## config.mk

```make
export PLATFORM = sky130hd
export DESIGN_NAME = toggle_rx_monitor
export DESIGN_NICKNAME = d
export VERILOG_FILES = /design/src/rtl/toggle_rx_monitor.sv
export SDC_FILE = /design/constraint.sdc
export NUM_CORES = 1
export LEC_CHECK = 0
export ABC_AREA = 1
export CORE_UTILIZATION = 55
export DETAILED_ROUTE_END_ITERATION = 12
export DONT_BUFFER_PORTS = 1
export HOLD_SLACK_MARGIN = 0.15
export PLACE_DENSITY = 0.7
export SKIP_CTS_REPAIR_TIMING = 1
export SYNTH_ARGS = -nofsm -noshare
export SYNTH_HDL_FRONTEND = slang
export SYNTH_SLANG_ARGS = --single-unit
```

## constraint.sdc

```tcl
create_clock -name clk -period 1.7 [get_ports clk]
set_input_delay 0.085 -clock clk [delete_from_list [all_inputs] [get_ports clk]]
set_output_delay 0.085 -clock clk [all_outputs]
set_load 0.02 [all_outputs]
```

## src/rtl/toggle_rx_monitor.sv

```systemverilog
// Receive-side checker for a free-running d/~d toggle pair: verifies complement
// integrity and per-cycle alternation, acquires lock, counts errors and good toggles.
module toggle_rx_monitor #(
  parameter logic INIT_VAL   = 1'b0,
  parameter int   LOCK_COUNT = 4,
  parameter int   CNT_W      = 8
) (
  input  logic             clk,
  input  logic             rst,
  input  logic             din,
  input  logic             din_inv,
  output logic             locked,
  output logic             err_pulse,
  output logic [CNT_W-1:0] err_cnt,
  output logic [CNT_W-1:0] tog_cnt
);

  typedef enum logic [1:0] {FIRST, SEARCH, LOCKED} state_t;

  localparam logic [3:0] LOCK_CNT4 = 4'(LOCK_COUNT);

  state_t     state, state_nxt;
  logic       prev;
  logic [3:0] run, run_nxt;
  logic       pair_ok, good, err, tog_inc;

  // The very first sample has no predecessor, so it is judged against INIT_VAL.
  always_comb begin
    pair_ok = (din_inv == ~din);
    good    = pair_ok && ((state == FIRST) ? (din == INIT_VAL) : (din != prev));
  end

  always_comb begin
    state_nxt = state;
    run_nxt   = run;
    err       = 1'b0;
    tog_inc   = 1'b0;
    case (state)
      FIRST: begin
        if (good) begin
          if (LOCK_COUNT == 1) begin
            state_nxt = LOCKED;
            run_nxt   = 4'd0;
          end else begin
            state_nxt = SEARCH;
            run_nxt   = 4'd1;
          end
        end else begin
          state_nxt = SEARCH;
          run_nxt   = 4'd0;
          err       = 1'b1;
        end
      end
      SEARCH: begin
        if (good) begin
          if (run + 4'd1 == LOCK_CNT4) begin
            state_nxt = LOCKED;
            run_nxt   = 4'd0;
          end else begin
            run_nxt = run + 4'd1;
          end
        end else begin
          run_nxt = 4'd0;
        end
      end
      LOCKED: begin
        if (good) begin
          tog_inc = 1'b1;
        end else begin
          state_nxt = SEARCH;
          run_nxt   = 4'd0;
          err       = 1'b1;
        end
      end
      default: begin
        state_nxt = FIRST;
        run_nxt   = 4'd0;
      end
    endcase
  end

  always_ff @(posedge clk or posedge rst) begin
    if (rst) begin
      state     <= FIRST;
      prev      <= INIT_VAL;
      run       <= 4'd0;
      locked    <= 1'b0;
      err_pulse <= 1'b0;
      err_cnt   <= '0;
      tog_cnt   <= '0;
    end else begin
      state     <= state_nxt;
      prev      <= din;
      run       <= run_nxt;
      locked    <= (state_nxt == LOCKED);
      err_pulse <= err;
      // Saturate rather than wrap so a long fault burst stays visible.
      if (err && (err_cnt != {CNT_W{1'b1}}))
        err_cnt <= err_cnt + 1'b1;
      if (tog_inc)
        tog_cnt <= tog_cnt + 1'b1;
    end
  end

endmodule
```

==> results of run 1 <==
[sequential cells by signal, summed over array words and instances, names as in the netlist]
name / flops
err_cnt: 8
err_pulse: 1
locked: 1
prev: 1
run: 4
state: 2
tog_cnt: 8
[through the flow]
stage	cells	instance area, sq um
2_1_floorplan	181	1440
3_3_place_gp	218	1530
3_5_place_dp	218	1530
4_1_cts	222	1550
5_1_grt	224	1570
6_report	224	1570
[worst max-delay path by stage]
stage,cells past startpoint,to,slack (ns),from
after detailed placement,8,tog_cnt[3],0.21,state[0]
after global placement,6,run[2],0.27,state[0]
final,9,tog_cnt[3],0.22,state[0]
after global routing,8,tog_cnt[7],0.09,state[0]
after CTS,8,tog_cnt[3],0.17,state[0]
after floorplan,8,tog_cnt[2],0.36,state[0]
[final cells by class]
class                      instances  share of cell area
timing repair buffer              10              0.0509
inverter                          25              0.0596
tap                               30              0.0238
multi-input combinational        130               0.451
sequential                        25               0.398
clock buffer                       4              0.0167
[metal layers]
layer  wire length, um  vias up  part of all wire
met5                 0        -                 0
met4                45        0             0.016
met3               107        4             0.039
met2              1420       23              0.51
met1              1190      548              0.43
li1                  -      595                 -
[cells in the mapped netlist (2+ instances only)]
library cell | n | share of area
dfrtp_1 | 25 | 0.43
ha_1 | 4 | 0.035
inv_1 | 23 | 0.060
inv_2 | 2 | 0.0052
nand2_1 | 62 | 0.16
nand2_2 | 5 | 0.022
nand2_4 | 4 | 0.031
nand3_1 | 18 | 0.062
nand3_2 | 2 | 0.014
nand3b_1 | 3 | 0.016
nand4_1 | 6 | 0.026
nor2_1 | 8 | 0.021
o21ai_0 | 2 | 0.0069
o21ai_2 | 2 | 0.012
xnor2_1 | 5 | 0.030
xor2_1 | 4 | 0.024
[layout by cell type (no fill, tap or decap), types with 2 or more instances in the layout]
cell / netlist / final
buf_4: 0 / 8
clkbuf_4: 0 / 3
dfrtp_1: 25 / 24
dlygate4sd3_1: 0 / 2
ha_1: 4 / 4
inv_1: 23 / 23
inv_2: 2 / 2
nand2_1: 62 / 62
nand2_2: 5 / 5
nand2_4: 4 / 4
nand3_1: 18 / 18
nand3_2: 2 / 2
nand3b_1: 3 / 3
nand4_1: 6 / 6
nor2_1: 8 / 8
o21ai_0: 2 / 2
o21ai_2: 2 / 2
xnor2_1: 5 / 5
xor2_1: 4 / 4
[critical path, delay by kind of cell (launching register included)]
kind                   cells  cell delay (ns)
buffers and inverters      2             0.26
AOI/OAI and AO/OA          1             0.07
DFF                        1             0.50
and+or+nand+nor            6             0.58
[cells by family (layout without fill, tap and decap cells)]
| logic type | count (synthesis) | after routing | share of synthesized area |
|---|---|---|---|
| fa+ha+maj | 4 | 4 | 0.0347 |
| simple gates | 111 | 111 | 0.374 |
| buf+inv | 26 | 39 | 0.0754 |
| flops | 25 | 25 | 0.433 |
| compound gates | 6 | 6 | 0.0277 |
| xor+xnor | 9 | 9 | 0.0546 |
[power breakdown]
group / leakage [uW] / internal, uW / total [uW] / switching, uW
Clock: 0.0000150 / 91.7 / 263 / 172
Sequential: 0.000330 / 599 / 604 / 5.67
Combinational: 0.000561 / 12.9 / 41.9 / 29.0
Total: 0.000906 / 703 / 910 / 207
==> flow_metrics.env, run 1 <==
export IMPL_fin_total_pwr_uw=910
export IMPL_whs_endpoint="run[1]"
export IMPL_met3_usage=0.0402
export IMPL_core_sq_um=2480
export IMPL_hp_class="input pin to register"
export IMPL_port_buffers=0
export IMPL_ff2ff_setup_slack_ns=0.22
export IMPL_leakagePower_uw=0.000906
export IMPL_dp_slack_ns=0.206
export IMPL_synth_edf_count=0
export IMPL_first_global_vias=1096
export IMPL_nNetsFinal=203
export IMPL_cp_slowest_cell="dfrtp_2"
export IMPL_hold_viol_final=0
export IMPL_power_density_nw_per_um2=578
export IMPL_r2r_start="state[0]"
export IMPL_synthesis_nets=189
export IMPL_cts_tree="built"
export IMPL_drc=0
export IMPL_slew_headroom=0.751
export IMPL_grt_pass1_wl_um=4630
export IMPL_cp_slowest_stage_delay_ns=0.50
export IMPL_path_class="register to register"
export IMPL_overflow=0
export IMPL_syn2layout_area_growth_pct=9.01
export IMPL_dp_hpwl_um=2030
export IMPL_detail_route_antenna_nets=0
export IMPL_clock_tree_buffer_depth=2
export IMPL_hold_path_depth=5
export IMPL_ys_types=22
export IMPL_met2_usage=0.425
export IMPL_worst_r2r_path_depth=9
export IMPL_status="finished clean"
export IMPL_ys_warnings_count=0
export IMPL_slew_viol_final=0
export IMPL_diodes=0
export IMPL_worst_pin_slew_ns=0.370
export IMPL_fillers=222
export IMPL_rsz0062_at_grt="no"
export IMPL_post_route_min_period_ns=1.48
export IMPL_path_clk_slew_ns=0.13
export IMPL_synth_flop_cell="dfrtp_1"
export IMPL_max_freq_mhz=678
export IMPL_end_kind="register"
export IMPL_clock_tree_htree_level_count=1
export IMPL_syn_inst=181
export IMPL_drive_above_1_share=0.149
export IMPL_wirelength_um=2770
export IMPL_cts_root_buf="clkbuf_4"
export IMPL_rr_endpoint="tog_cnt[3]"
export IMPL_netlist_area_sq_um=1440
export IMPL_rows=18
export IMPL_final_util=0.635
export IMPL_async_flop_share=1.00
export IMPL_clock_latency_ns=0.31
export IMPL_routedWlPerCell_um=12.3
export IMPL_firstDrtPassIters=5
export IMPL_initial_core_util=0.583
export IMPL_cp_start_kind="register"
export IMPL_dieHeight_um=53.2
export IMPL_arrival_ns=1.73
export IMPL_clock_skew_ns=0.00166
export IMPL_finalSetupViolations=0
export IMPL_required_ns=1.95
export IMPL_setup_tns_final_ns=0
export IMPL_drt_iter0_markers=12
export IMPL_grt_max_degree=26
export IMPL_whs_ns=0.169
export IMPL_grt_usage=0.231
export IMPL_crit_chain="inv_2 -> nand2_2 -> nand2_2 -> nand2_4 -> nand2_4 -> nand2_4 -> inv_2 -> nand2_1 -> o21ai_1"
export IMPL_cp_max_fo=14
export IMPL_clock_sinks=25
export IMPL_ir_drop_mv=0.420
export IMPL_antenna_found_initial=0
export IMPL_hp_start="din"
export IMPL_post_drt_via_cell_ratio=5.22
export IMPL_layout_worst_path_cycle_share=0.868
export IMPL_num_vias=1170
export IMPL_gr_max_usage_layer="met2"
export IMPL_cts_buffers=3
export IMPL_place_gp_congestion=0.868
export IMPL_dieWidth_um=53.2
export IMPL_met1_usage=0.257
export IMPL_dieArea_sq_um=2830
export IMPL_fin_ws_ns=0.225
export IMPL_regArea_sq_um=627
export IMPL_crit_top_cell="nand2_4"
export IMPL_syn_avg_cell_area_sq_um=7.98
export IMPL_ys_seq_area_frac=0.433
export IMPL_max_cap_violations=0
export IMPL_ys_seq_elements=25
export IMPL_boundaryPins=22
export IMPL_multiInputGateArea_sq_um=709
Note: power is estimated with default switching activity, not from simulation.
==> run 2, diff against run 1 <==
- ABC_AREA: 1 -> not set
==> flow_metrics.env, run 2 <==
export IMPL_initial_core_util=0.580
export IMPL_sw_frac_of_total=0.232
export IMPL_cp_max_fo=5
export IMPL_ir_drop_mv=0.454
export IMPL_cts_root_buf="clkbuf_4"
export IMPL_hp_class="input pin to register"
export IMPL_p_comb_frac=0.054
export IMPL_clock_skew_ns=0.0140
export IMPL_regArea_sq_um=628
export IMPL_yosys_area_top_type_share=0.492
export IMPL_cp_start_kind="register"
export IMPL_synth_flop_cell="dfrtp_1"
export IMPL_reg_top3="err_cnt x8, tog_cnt x8, run x4"
export IMPL_timing_critical_path_from="err_cnt[0]"
export IMPL_multiInputGateArea_sq_um=644
export IMPL_status="finished clean"
export IMPL_leakagePower_uw=0.000676
export IMPL_required_ns=1.93
export IMPL_cts_tree="built"
export IMPL_r2r_start="err_cnt[0]"
export IMPL_hp_start="din_inv"
export IMPL_finalSetupViolations=0
export IMPL_slew_viol_final=0
export IMPL_dp_slack_ns=-0.00637
export IMPL_place_gp_congestion=0.771
export IMPL_ys_types=39
export IMPL_clock_tree_htree_level_count=1
export IMPL_path_class="register to register"
export IMPL_synth_area_leaders="dfrtp_1, xnor2_1, ha_1"
export IMPL_fillers=165
export IMPL_wirelength_um=2280
export IMPL_grt_pass1_wl_um=3750
export IMPL_power_density_nw_per_um2=635
export IMPL_synth_most_common_cell="dfrtp_1"
export IMPL_crit_chain="ha_1 -> nand2_1 -> or2_2 -> o21ai_2 -> mux2_2"
export IMPL_worst_r2r_path_depth=5
export IMPL_syn2layout_area_growth_pct=15.6
export IMPL_synthTopCellsByCount="dfrtp_1, xnor2_1, nand4_1, nand2_1, o21ai_0"
export IMPL_hold_path_depth=3
export IMPL_core_sq_um=2190
export IMPL_post_drt_via_cell_ratio=5.78
export IMPL_detail_route_antenna_nets=0
export IMPL_mostFrequentLayoutCell="dfrtp_1"
export IMPL_first_global_vias=867
export IMPL_grt_usage=0.203
export IMPL_synthesis_nets=119
export IMPL_grt_max_degree=26
export IMPL_async_flop_share=1.00
export IMPL_fin_total_pwr_uw=933
export IMPL_hold_viol_final=0
export IMPL_cp_slowest_cell="dfrtp_2"
export IMPL_drive_above_1_share=0.225
export IMPL_seq_power_share=0.657
export IMPL_p_int_uw=717
export IMPL_dp_hpwl_um=1670
export IMPL_path_clk_slew_ns=0.14
export IMPL_post_route_min_period_ns=1.61
export IMPL_whs_ns=0.197
export IMPL_dieWidth_um=50.1
export IMPL_dp_cells=149
export IMPL_final_util=0.670
export IMPL_boundaryPins=22
export IMPL_yosysTopAreaCell="dfrtp_1"
export IMPL_cts_buffers=3
export IMPL_drt_iter0_markers=12
export IMPL_dieHeight_um=50.1
export IMPL_dieArea_sq_um=2510
export IMPL_antenna_found_initial=0
export IMPL_clock_latency_ns=0.32
export IMPL_p_clk_frac=0.289
export IMPL_clock_tree_buffer_depth=2
export IMPL_fin_ws_ns=0.0922
export IMPL_layout_worst_path_cycle_share=0.946
export IMPL_drc=0
export IMPL_max_cap_violations=0
export IMPL_overflow=0
export IMPL_layout_common_cells="dfrtp_1, buf_4, xnor2_1"
export IMPL_syn_avg_cell_area_sq_um=11.5
export IMPL_ys_warnings_count=0
export IMPL_rows=17
export IMPL_fin_cells=157
export IMPL_clock_sinks=25
export IMPL_max_freq_mhz=622
export IMPL_routedWlPerCell_um=14.5
export IMPL_syn_inst=111
export IMPL_end_kind="register"
export IMPL_nNetsFinal=138
export IMPL_slew_headroom=0.747
export IMPL_diodes=0
export IMPL_cp_slowest_stage_delay_ns=0.39
export IMPL_netlist_area_sq_um=1270
export IMPL_worst_pin_slew_ns=0.379
export IMPL_ys_seq_area_frac=0.492
export IMPL_port_buffers=0
export IMPL_num_vias=908
export IMPL_p_sw_uw=216
export IMPL_arrival_ns=1.84
export IMPL_rsz0062_at_grt="no"
export IMPL_synth_edf_count=0
export IMPL_firstDrtPassIters=4
export IMPL_ys_seq_elements=25
==> run 2: cell types whose count changed after synthesis, moves of 4 or more <==
cell     change
nand2_2      -5
and3_1       +4
nand2_4      -4
nand3_1     -15
xnor2_1      +4
nand2_1     -55
nor2_1       -6
and2_1       +4
inv_1       -20
==> run 2: metal layers <==
metal,vias to the layer above,wire [um],track usage
met5,-,0,0
met4,0,36,0.110
met3,4,81,0.0617
met2,16,1100,0.300
met1,449,1060,0.264
li1,439,-,-
==> run 2: through the flow <==
stage,TNS (ns),cell area (sq um)
after floorplan,0,1270
after global placement,0,1390
after detailed placement,-0.00637,1390
after CTS,-0.0259,1420
after global routing,0,1470
final,0,1470
==> run 2: layout make-up <==
cell class              instances  area share
well taps                      28      0.0239
multi-input cells              82       0.439
inverters                       3     0.00767
clock buffers                   3      0.0153
flip-flops and latches         25       0.428
clock inverters                 1     0.00511
repair buffers                 15      0.0818
==> run 2: logic make-up after synthesis <==
family                   share of synthesized area
buffers and inverters                       0.0128
AND/OR/NAND/NOR                              0.210
XOR/XNOR                                    0.0758
AO/OA/AOI/OAI                                0.117
flip-flops                                   0.492
multiplexers                                0.0531
adder cells (fa/ha/maj)                     0.0394
==> run 2: worst paths after layout <==
path	slack (ns)	endpoint
worst max-delay path	0.09	err_cnt[1]
max in group asynchronous	1.23	tog_cnt[2]
worst max register to register	0.09	err_cnt[1]
worst min register to register	0.59	run[3]
worst min-delay path	0.20	err_pulse
min in group asynchronous	0.22	err_cnt[3]
==> run 2: power by group through the flow <==
stage	sequential (uW)	clock, uW	combinational [uW]
finish	613	269	50.3
global route	615	301	58.2
CTS	614	282	45.3
detailed placement	625	0	45.2
global placement	623	0	44.3
floorplan	623	0	34.3
==> run 2: worst max-delay path: cells and delay by family, from the launching register on <==
| family | cells | cell delay (ns) |
|---|---|---|
| adder cells (fa/ha/maj) | 1 | 0.18 |
| multiplexers | 1 | 0.35 |
| AND/OR/NAND/NOR | 2 | 0.43 |
| AO/OA/AOI/OAI | 1 | 0.17 |
| flip-flops | 1 | 0.39 |
==> run 3, diff against run 2 <==
- CTS_BUF_LIST: not set -> sky130_fd_sc_hd__clkbuf_16
==> flow_metrics.env, run 3 (synthesized netlist as in run 2, its figures left out) <==
export IMPL_clock_tree_htree_level_count=1
export IMPL_fillers=160
export IMPL_boundaryPins=22
export IMPL_drive_above_1_share=0.219
export IMPL_max_cap_violations=0
export IMPL_status="finished clean"
export IMPL_clock_sinks=25
export IMPL_detail_route_antenna_nets=0
export IMPL_cts_root_buf="clkbuf_16"
export IMPL_slew_headroom=0.741
export IMPL_post_drt_via_cell_ratio=5.88
export IMPL_ir_drop_mv=0.687
export IMPL_reg_top3="err_cnt x8, tog_cnt x8, run x4"
export IMPL_required_ns=1.85
export IMPL_first_global_vias=873
export IMPL_slew_viol_final=0
export IMPL_power_density_nw_per_um2=782
export IMPL_fin_cells=156
export IMPL_post_route_min_period_ns=1.62
export IMPL_arrival_ns=1.77
export IMPL_initial_core_util=0.580
export IMPL_rows=17
export IMPL_cp_max_fo=5
export IMPL_wirelength_um=2310
export IMPL_setup_tns_final_ns=0
export IMPL_clock_skew_ns=0.00555
export IMPL_worst_pin_slew_ns=0.388
export IMPL_grt_usage=0.203
export IMPL_firstDrtPassIters=4
export IMPL_hold_viol_final=0
export IMPL_clock_latency_ns=0.26
export IMPL_finalSetupViolations=0
export IMPL_diodes=0
export IMPL_dp_cells=149
export IMPL_nNetsFinal=137
export IMPL_mostFrequentLayoutCell="dfrtp_1"
export IMPL_rsz0062_at_grt="no"
export IMPL_max_freq_mhz=616
export IMPL_layout_worst_path_cycle_share=0.955
export IMPL_cts_tree="built"
export IMPL_core_sq_um=2190
export IMPL_drt_iter0_markers=15
export IMPL_dieHeight_um=50.1
export IMPL_final_util=0.689
export IMPL_overflow=0
export IMPL_grt_pass1_wl_um=3780
export IMPL_leakagePower_uw=0.000694
export IMPL_num_vias=917
export IMPL_routedWlPerCell_um=14.8
export IMPL_port_buffers=0
export IMPL_place_gp_congestion=0.771
export IMPL_dieWidth_um=50.1
export IMPL_cts_buffers=3
export IMPL_drc=0
export IMPL_dieArea_sq_um=2510
export IMPL_path_clk_slew_ns=0.06
export IMPL_layout_common_cells="dfrtp_1, buf_4, xnor2_1"
export IMPL_path_class="register to register"
export IMPL_end_kind="register"
export IMPL_syn2layout_area_growth_pct=18.8
export IMPL_dp_hpwl_um=1670
export IMPL_clock_tree_buffer_depth=2
export IMPL_antenna_found_initial=0
export IMPL_cp_start_kind="register"
export IMPL_hp_class="input pin to register"
export IMPL_grt_max_degree=26
[run 3: changes by cell type in the layout (fill, tap and decap cells not counted)]
cell,before,now
clkbuf_16,0,3
clkbuf_4,3,0
dlygate4sd3_1,3,2
o21a_1,1,2
o21a_2,1,0
[run 3: final timing paths]
| path | start | endpoint | slack [ns] | cells past startpoint |
|---|---|---|---|---|
| setup reg to reg | err_cnt[0] | err_cnt[1] | 0.08 | 5 |
| hold / removal | din | state[0] | 0.16 | 2 |
| setup / recovery | err_cnt[0] | err_cnt[1] | 0.08 | 5 |
| hold reg to reg | run[3] | run[3] | 0.57 | 2 |
| max in group asynchronous | rst | err_cnt[1] | 1.14 | 3 |
| min in group asynchronous | rst | err_cnt[3] | 0.31 | 3 |
[run 3: metrics by stage]
stage	power, uW	worst slack [ns]	hold WS, ns	cell area, sq um
after floorplan	657	0.0439	0.112	1270
after global routing	1230	0.0177	0.184	1510
after detailed placement	670	-0.00637	0.0422	1390
final	1180	0.0765	0.159	1510
after CTS	1190	-0.0160	-0.237	1470
after global placement	667	0.0916	0.0433	1390
[run 3: metal layers]
metal  GRT usage  vias up  share of wire
met2       0.309       22           0.48
met1       0.268      449           0.45
met5           0        -              0
met4       0.100        0          0.019
met3      0.0494        5          0.049
li1            -      441              -
[run 3: power by group]
group          switching (uW)  internal (uW)  total [uW]  leakage [uW]
registers                10.8            603         614      0.000337
clock network             201            319         520     0.0000371
logic                    25.6           22.5        48.1      0.000320
total                     237            945        1180      0.000694
[run 3: worst max-delay path, cell delays in order (launching register included)]
cell	delay, ns
dfrtp_2	0.36
ha_1	0.19
nand2_1	0.08
or2_2	0.35
o21ai_2	0.17
mux2_2	0.35
[run 3: area by class of cell]
cell class	count	area, sq um	area share
clock buffer	3	75.1	0.0497
tap	28	35.0	0.0232
multi-input combinational	82	643	0.426
timing repair buffer	14	110	0.0729
clock inverter	1	7.51	0.00497
inverter	3	11.3	0.00746
sequential	25	628	0.416
